==> src/rtl/snac_poll_scheduler_if.sv <==
// Button-word bus from the SNAC poll scheduler to the core input mapping.
// master = scheduler (drives), slave = input mapping (consumes).
interface snac_poll_scheduler_if #(
   parameter int NUM_BITS = 16
);
   // o_stb is a valid-only strobe with no ready: it is high for exactly one
   // clk_sys cycle when p1_btn/p2_btn/p*_absent take new values. The words
   // then hold until the next strobe, so the consumer may sample on o_stb or
   // read the held words at any later time.
   logic [NUM_BITS-1:0] p1_btn;
   logic [NUM_BITS-1:0] p2_btn;
   logic                o_stb;
   logic                busy;
   logic                p1_absent;
   logic                p2_absent;

   modport master (
      output p1_btn, p2_btn, o_stb, busy, p1_absent, p2_absent
   );

   modport slave (
      input p1_btn, p2_btn, o_stb, busy, p1_absent, p2_absent
   );
endinterface

==> src/rtl/snac_poll_scheduler.sv <==
// SNAC controller poller: latch/shift-clock sequencing and capture of two 16-bit
// active-low serial streams. Optional macro SNAC_UNPLUG_DETECT_EN adds pad-absent flags.
module snac_poll_scheduler #(
   parameter int MASTER_CLK_FREQ = 96_000_000,
   parameter int BIT_RATE_HZ     = 100_000,
   parameter int NUM_BITS        = 16
) (
   input  logic       clk_sys,
   input  logic       reset_l_main,
   input  logic       i_ena,
   input  logic [2:0] sample_rate,
   input  logic       start_now,
   input  logic       snac_d1,
   input  logic       snac_d2,
   output logic       snac_latch,
   output logic       snac_clk,
   output logic [2:0] dbg_state,
   snac_poll_scheduler_if.master btn_bus
);

   localparam int HALF     = MASTER_CLK_FREQ / (2 * BIT_RATE_HZ);
   localparam int TICKS_US = MASTER_CLK_FREQ / 1_000_000;
   localparam int IVL_MAX  = TICKS_US * 16000;
   localparam int IVL_W    = $clog2(IVL_MAX + 1);
   localparam int PH_W     = $clog2(2 * HALF);
   localparam int BIT_W    = (NUM_BITS > 1) ? $clog2(NUM_BITS) : 1;

   typedef enum logic [2:0] {
      S_IDLE     = 3'd0,
      S_LATCH    = 3'd1,
      S_GAP      = 3'd2,
      S_SHIFT_LO = 3'd3,
      S_SHIFT_HI = 3'd4,
      S_DONE     = 3'd5
   } state_t;

   state_t               state_q, state_d;
   logic [PH_W-1:0]      ph_q, ph_d, dur_m1;
   logic [BIT_W-1:0]     bit_q, bit_d;
   logic                 cap;
   logic                 ph_last;

   logic [1:0]           d1_sync, d2_sync;
   logic                 d1_s, d2_s;

   logic [IVL_W-1:0]     ivl_cnt, reload_val;
   logic                 expire, start_ok, pending_q, in_frame;

   logic [NUM_BITS-1:0]  shreg1, shreg2, raw1_full, raw2_full;
   logic [NUM_BITS-1:0]  btn1_new, btn2_new;
   logic [NUM_BITS-1:0]  p1_q, p2_q;
   logic                 latch_q, sclk_q, busy_q, stb_q;
   logic                 done_load;

   // Pad data lines are asynchronous to clk_sys.
   always_ff @(posedge clk_sys or negedge reset_l_main) begin
      if (!reset_l_main) begin
         d1_sync <= 2'b11;
         d2_sync <= 2'b11;
      end else begin
         d1_sync <= {d1_sync[0], snac_d1};
         d2_sync <= {d2_sync[0], snac_d2};
      end
   end

   assign d1_s = d1_sync[1];
   assign d2_s = d2_sync[1];

   always_comb begin
      case (sample_rate)
         3'd0:    reload_val = IVL_W'(TICKS_US * 16000 - 1);
         3'd1:    reload_val = IVL_W'(TICKS_US * 4000 - 1);
         3'd2:    reload_val = IVL_W'(TICKS_US * 1000 - 1);
         default: reload_val = IVL_W'(TICKS_US * 500 - 1);
      endcase
   end

   assign expire   = i_ena && (ivl_cnt == '0);
   assign start_ok = i_ena && start_now && (state_q == S_IDLE);
   assign in_frame = (state_q != S_IDLE) && (state_q != S_DONE);

   // Reload with the interval minus one so expiries are exactly one interval apart.
   always_ff @(posedge clk_sys or negedge reset_l_main) begin
      if (!reset_l_main) begin
         ivl_cnt <= '0;
      end else if (!i_ena) begin
         ivl_cnt <= '0;
      end else if (expire || start_ok) begin
         ivl_cnt <= reload_val;
      end else begin
         ivl_cnt <= ivl_cnt - IVL_W'(1);
      end
   end

   always_ff @(posedge clk_sys or negedge reset_l_main) begin
      if (!reset_l_main) begin
         pending_q <= 1'b0;
      end else if (!i_ena) begin
         pending_q <= 1'b0;
      end else if (expire && in_frame) begin
         pending_q <= 1'b1;
      end else if (state_q == S_DONE) begin
         pending_q <= 1'b0;
      end
   end

   assign dur_m1  = (state_q == S_LATCH) ? PH_W'(2 * HALF - 1) : PH_W'(HALF - 1);
   assign ph_last = (ph_q == dur_m1);

   always_comb begin
      state_d = state_q;
      ph_d    = ph_q + PH_W'(1);
      bit_d   = bit_q;
      cap     = 1'b0;
      case (state_q)
         S_IDLE: begin
            if (expire || pending_q || start_ok) begin
               state_d = S_LATCH;
               bit_d   = '0;
            end
         end
         S_LATCH: begin
            if (ph_last) state_d = S_GAP;
         end
         S_GAP: begin
            if (ph_last) begin
               cap     = 1'b1;
               bit_d   = BIT_W'(1);
               state_d = S_SHIFT_LO;
            end
         end
         S_SHIFT_LO: begin
            if (ph_last) state_d = S_SHIFT_HI;
         end
         S_SHIFT_HI: begin
            if (ph_last) begin
               cap = 1'b1;
               if (bit_q == BIT_W'(NUM_BITS - 1)) begin
                  state_d = S_DONE;
               end else begin
                  bit_d   = bit_q + BIT_W'(1);
                  state_d = S_SHIFT_LO;
               end
            end
         end
         S_DONE: begin
            // A request that arrived during the frame starts the next one back-to-back.
            if (expire || pending_q) begin
               state_d = S_LATCH;
               bit_d   = '0;
            end else begin
               state_d = S_IDLE;
            end
         end
         default: state_d = S_IDLE;
      endcase
      if (!i_ena) begin
         state_d = S_IDLE;
         cap     = 1'b0;
      end
      if (state_d != state_q) ph_d = '0;
   end

   always_ff @(posedge clk_sys or negedge reset_l_main) begin
      if (!reset_l_main) begin
         state_q <= S_IDLE;
         ph_q    <= '0;
         bit_q   <= '0;
      end else begin
         state_q <= state_d;
         ph_q    <= ph_d;
         bit_q   <= bit_d;
      end
   end

   assign dbg_state = state_q;

   always_comb begin
      raw1_full        = shreg1;
      raw2_full        = shreg2;
      raw1_full[bit_q] = d1_s;
      raw2_full[bit_q] = d2_s;
   end

   always_ff @(posedge clk_sys or negedge reset_l_main) begin
      if (!reset_l_main) begin
         shreg1 <= '0;
         shreg2 <= '0;
      end else if (cap) begin
         shreg1[bit_q] <= d1_s;
         shreg2[bit_q] <= d2_s;
      end
   end

   assign done_load = (state_d == S_DONE);

`ifdef SNAC_UNPLUG_DETECT_EN
   // An all-low raw word means the line is pulled down with no pad attached.
   logic p1_abs_q, p2_abs_q;

   always_comb begin
      btn1_new = (raw1_full == '0) ? '0 : ~raw1_full;
      btn2_new = (raw2_full == '0) ? '0 : ~raw2_full;
   end

   always_ff @(posedge clk_sys or negedge reset_l_main) begin
      if (!reset_l_main) begin
         p1_abs_q <= 1'b0;
         p2_abs_q <= 1'b0;
      end else if (done_load) begin
         p1_abs_q <= (raw1_full == '0);
         p2_abs_q <= (raw2_full == '0);
      end
   end

   assign btn_bus.p1_absent = p1_abs_q;
   assign btn_bus.p2_absent = p2_abs_q;
`else
   always_comb begin
      btn1_new = ~raw1_full;
      btn2_new = ~raw2_full;
   end

   assign btn_bus.p1_absent = 1'b0;
   assign btn_bus.p2_absent = 1'b0;
`endif

   // Pad-facing and status outputs are registered from the next state so they
   // line up with state_q and never glitch.
   always_ff @(posedge clk_sys or negedge reset_l_main) begin
      if (!reset_l_main) begin
         latch_q <= 1'b0;
         sclk_q  <= 1'b1;
         busy_q  <= 1'b0;
         stb_q   <= 1'b0;
         p1_q    <= '0;
         p2_q    <= '0;
      end else begin
         latch_q <= (state_d == S_LATCH);
         sclk_q  <= (state_d != S_SHIFT_LO);
         busy_q  <= (state_d != S_IDLE);
         stb_q   <= done_load;
         if (done_load) begin
            p1_q <= btn1_new;
            p2_q <= btn2_new;
         end
      end
   end

   assign snac_latch     = latch_q;
   assign snac_clk       = sclk_q;
   assign btn_bus.busy   = busy_q;
   assign btn_bus.o_stb  = stb_q;
   assign btn_bus.p1_btn = p1_q;
   assign btn_bus.p2_btn = p2_q;

endmodule

==> src/flat_wrapper.sv <==
// flat-port wrapper written by rule: the top's interface ports become plain ports
module snac_poll_scheduler_flat 
#(
   parameter int MASTER_CLK_FREQ = 96_000_000,
   parameter int BIT_RATE_HZ     = 100_000,
   parameter int NUM_BITS        = 16
)
  (clk_sys, reset_l_main, i_ena, sample_rate, start_now, snac_d1, snac_d2, snac_latch, snac_clk, dbg_state, btn_bus_p1_btn, btn_bus_p2_btn, btn_bus_o_stb, btn_bus_busy, btn_bus_p1_absent, btn_bus_p2_absent);
  snac_poll_scheduler_if #(.NUM_BITS(NUM_BITS)) btn_bus_i ();
  input  logic clk_sys;
  input  logic reset_l_main;
  input  logic i_ena;
  input  logic [2:0] sample_rate;
  input  logic start_now;
  input  logic snac_d1;
  input  logic snac_d2;
  output logic snac_latch;
  output logic snac_clk;
  output logic [2:0] dbg_state;
  output wire logic [$bits(btn_bus_i.p1_btn)-1:0] btn_bus_p1_btn;
  output wire logic [$bits(btn_bus_i.p2_btn)-1:0] btn_bus_p2_btn;
  output wire logic [$bits(btn_bus_i.o_stb)-1:0] btn_bus_o_stb;
  output wire logic [$bits(btn_bus_i.busy)-1:0] btn_bus_busy;
  output wire logic [$bits(btn_bus_i.p1_absent)-1:0] btn_bus_p1_absent;
  output wire logic [$bits(btn_bus_i.p2_absent)-1:0] btn_bus_p2_absent;
  assign btn_bus_p1_btn = btn_bus_i.p1_btn;
  assign btn_bus_p2_btn = btn_bus_i.p2_btn;
  assign btn_bus_o_stb = btn_bus_i.o_stb;
  assign btn_bus_busy = btn_bus_i.busy;
  assign btn_bus_p1_absent = btn_bus_i.p1_absent;
  assign btn_bus_p2_absent = btn_bus_i.p2_absent;
  snac_poll_scheduler #(.MASTER_CLK_FREQ(MASTER_CLK_FREQ), .BIT_RATE_HZ(BIT_RATE_HZ), .NUM_BITS(NUM_BITS)) u_core (.clk_sys(clk_sys), .reset_l_main(reset_l_main), .i_ena(i_ena), .sample_rate(sample_rate), .start_now(start_now), .snac_d1(snac_d1), .snac_d2(snac_d2), .snac_latch(snac_latch), .snac_clk(snac_clk), .dbg_state(dbg_state), .btn_bus(btn_bus_i));
endmodule
==> config.mk <==
export PLATFORM = sky130hd
export DESIGN_NAME = snac_poll_scheduler_flat
export DESIGN_NICKNAME = d
export VERILOG_FILES = /design/src/rtl/snac_poll_scheduler_if.sv /design/src/rtl/snac_poll_scheduler.sv /design/src/flat_wrapper.sv
export SDC_FILE = /design/constraint.sdc
export NUM_CORES = 1
export LEC_CHECK = 0
export ABC_AREA = 1
export BUFFER_PORTS_ARGS = -buffer_cell sky130_fd_sc_hd__buf_2
export CAP_MARGIN = 5
export CORE_AREA = 2 2 133 83
export DETAILED_ROUTE_END_ITERATION = 10
export DIE_AREA = 0 0 135 85
export PLACE_DENSITY = 0.73
export SYNTH_ARGS = -nofsm -noshare
export SYNTH_HDL_FRONTEND = slang
export SYNTH_SLANG_ARGS = --single-unit
==> constraint.sdc <==
create_clock -name clk_sys -period 2.8 [get_ports clk_sys]
set_input_delay 0.42 -clock clk_sys [delete_from_list [all_inputs] [get_ports clk_sys]]
set_output_delay 0.42 -clock clk_sys [all_outputs]
set_load 0.03 [all_outputs]
==> impl_metrics.ini <==
[logic_synthesis]
synth_top_area_cell = dfrtp_1
netlist_area_um2 = 5430
synth_most_common_cell = nand2_1
synth_commonest_cells = 152 x nand2_1, 106 x dfrtp_1, 79 x o21ai_0
synth_edf_count = 0
yosys-top-cells-area = dfrtp_1 49%, nand2_1 11%, o21ai_0 7.3%
yosysWarnings = 0
yosys.area.top_type_share_pct = 48.8
ys_seq_area_share_pct = 51.2
synth_ff_type = dfrtp_1
avgSynthCellArea_um2 = 8.96
ys_ff_latch = 111
synth.distinct_cells = 40
synth_cells = 606
async_flop_share_pct = 100

[route]
drt_wl_total_um = 12100
vias = 4296
drtAntennaViolNets = 0
via_per_inst = 5.41
drt_iter0_markers = 332
route.detailed.drc = 0
wire_per_inst_um = 15.2
dr.pass1.iters = 6

[global_routing]
grt_first_pass_wirelength_um = 20400
grt.overflow.total = 0
antenna_found_initial = 0
grt_max_degree = 65
grt_pass1_vias = 4065
grtUsageTotal_pct = 22.5

[setup_path]
cp-end-kind = flip-flop
crit_cells = 9
cp.required_ps = 3090
path_class = reg2reg
cp_cell_sequence = nor3_1 > nand3_1 > nand3_1 > a21oi_1 > nand2_2 > nand2_4 > nor2_8 > nand2_1 > nand2_1
ff2ff_path_depth = 9
critPathTopFamily = simple AND/OR/NAND/NOR gates
slowest_stage = dfrtp_1
critPathMaxFanout = 33
cp.arrival_ps = 2750
cp-start-kind = flip-flop
crit_buf_inv = 0
cp_slowest_stage_delay_ps = 520

[sta]
period_share_pct = 87.8
rsz0062_at_grt = no
max_freq_ghz = 0.407
drv_slew = 0
fin_crit_ps = 2460
finalSetupTns_ps = 0
relSlewSlack_pct = 65.3
hold_viol_final = 0
tightestPinTransition_ps = 520
fin_skew_ps = 11.9
finalSetupViolCount = 0

[floorplanning]
die_y_um = 85
dieArea_um2 = 11500
core_area_um2 = 10300
io_pins = 50
dieWidth_um = 135
num_rows = 29
start_util_pct = 52.7

[finish]
area_delta_synth_final_pct = 13.3
antennaDiodeCount = 0
design_area_um2 = 6150
fin_cells = 794
fin_nets = 666
drive_gt1_share_pct = 16.9

[place]
dpl-instance-area_um2 = 5810
io_buffers = 47
place.gp.congestion = 0.915
dp_hpwl_um = 8540
dp_cells = 777

[worst_hold_path]
hold_class = in2reg
min_path_cells = 1

[cts]
cts_tree = yes
clock_path_buffers = 2
clk_latency_ps = 360
post_cts_buffers = 0
cts_resized = 0
cts_hold_buf = 1
path_clk_slew_ps = 80
numCtsBuffers = 9
clock_sinks = 111
clockRootBuffer = clkbuf_16
cts_max_level = 3

[job]
max-cap-violations = 0

[outcome]
status = finished clean

[power_and_ir_drop]
max-vdd-ir-drop_mv = 0.409
powerDensity_nw_per_um2 = 591
p_leak_nw = 3.35
layer usage:
| layer | vias to the layer above | routed length, um | track usage (%) |
|---|---|---|---|
| met3 | 13 | 743 | 5.50 |
| met2 | 145 | 5090 | 31.9 |
| li1 | 2071 | - | - |
| met1 | 2067 | 6160 | 34.9 |
| met4 | 0 | 104 | 5.30 |
| met5 | - | 0 | 0 |
flip-flops by register name (all words and copies together) (netlist names), 2 cells and up:
name / flops
u_core.bit_q: 4
u_core.btn_bus.p1_btn: 16
u_core.btn_bus.p2_btn: 16
u_core.d1_sync: 2
u_core.d2_sync: 2
u_core.dbg_state: 3
u_core.ivl_cnt: 21
u_core.ph_q: 10
u_core.shreg1: 16
u_core.shreg2: 16
cell usage in the layout (no fill, tap or decap), types with 8 or more instances in the layout:
cell       netlist  layout
nand3_1         26      26
xor2_1          16      16
nand2_2          9       9
nand2_1        152     152
mux2i_1         32      32
nor2_1          32      32
buf_4            5       8
buf_2            4      46
nor3_1          11      11
inv_1           41      41
o21ai_0         79      79
nor2_2          11      11
clkbuf_16        0       9
dfrtp_1        106     106
a21oi_1         11      11
worst reg2reg max path, cell delays in order (launching register included):
cell and delay [ps]:
dfrtp_1 520, nor3_1 470, nand3_1 190, nand3_1 150, a21oi_1 80, nand2_2 110, nand2_4 170, nor2_8 420
nand2_1 170, nand2_1 110
report_power, final:
| group | internal [W] | leakage, nW | switching [W] |
|---|---|---|---|
| sequential | 0.00168 | 1.51 | 0.0000825 |
| combinational | 0.000157 | 1.67 | 0.000282 |
| clock | 0.000823 | 0.166 | 0.000610 |
| total | 0.00266 | 3.35 | 0.000975 |
stage by stage:
stage | hold WS [ps] | utilization, % | total power (W) | setup WS, ps
finish | 154 | 59.7 | 0.00363 | 340
global route | 144 | 59.7 | 0.00379 | 100
CTS | 149 | 59.7 | 0.00366 | 358
detailed placement | 349 | 56.4 | 0.00223 | 407
global placement | 347 | 56.4 | 0.00220 | 502
floorplan | 124 | - | 0.00208 | 831
final cells by class:
| cell class | instances | area, um2 |
|---|---|---|
| clock buffer | 10 | 239 |
| inverter | 47 | 176 |
| sequential | 111 | 2780 |
| timing repair buffer | 56 | 320 |
| clock inverter | 6 | 97.6 |
| fill | 913 | 4150 |
| tap | 139 | 174 |
| multi-input combinational | 425 | 2360 |
cell families (layout without fill, tap and decap cells):
| logic type | after synthesis | count (layout) | share of synthesized area (%) |
|---|---|---|---|
| xor+xnor | 23 | 23 | 3.71 |
| flops | 111 | 111 | 51.2 |
| compound gates | 101 | 101 | 9.88 |
| mux | 32 | 32 | 5.90 |
| buf+inv | 71 | 119 | 5.34 |
| simple gates | 260 | 260 | 22.2 |
| fa+ha+maj | 7 | 7 | 1.61 |
| other cells | 1 | 2 | 0.0690 |
worst paths after layout:
kind | start | to | slack [ps]
min in group asynchronous | reset_l_main | u_core.ph_q[0] | 520
max in group asynchronous | reset_l_main | u_core.d2_sync[1] | 1550
worst max register to register | u_core.dbg_state[1] | u_core.btn_bus.p2_btn[9] | 340
worst max-delay path | u_core.dbg_state[1] | u_core.btn_bus.p2_btn[9] | 340
worst min-delay path | snac_d2 | u_core.d2_sync[0] | 150
worst min register to register | u_core.d2_sync[0] | u_core.d2_sync[1] | 360
(Power assumes the default switching activity.)
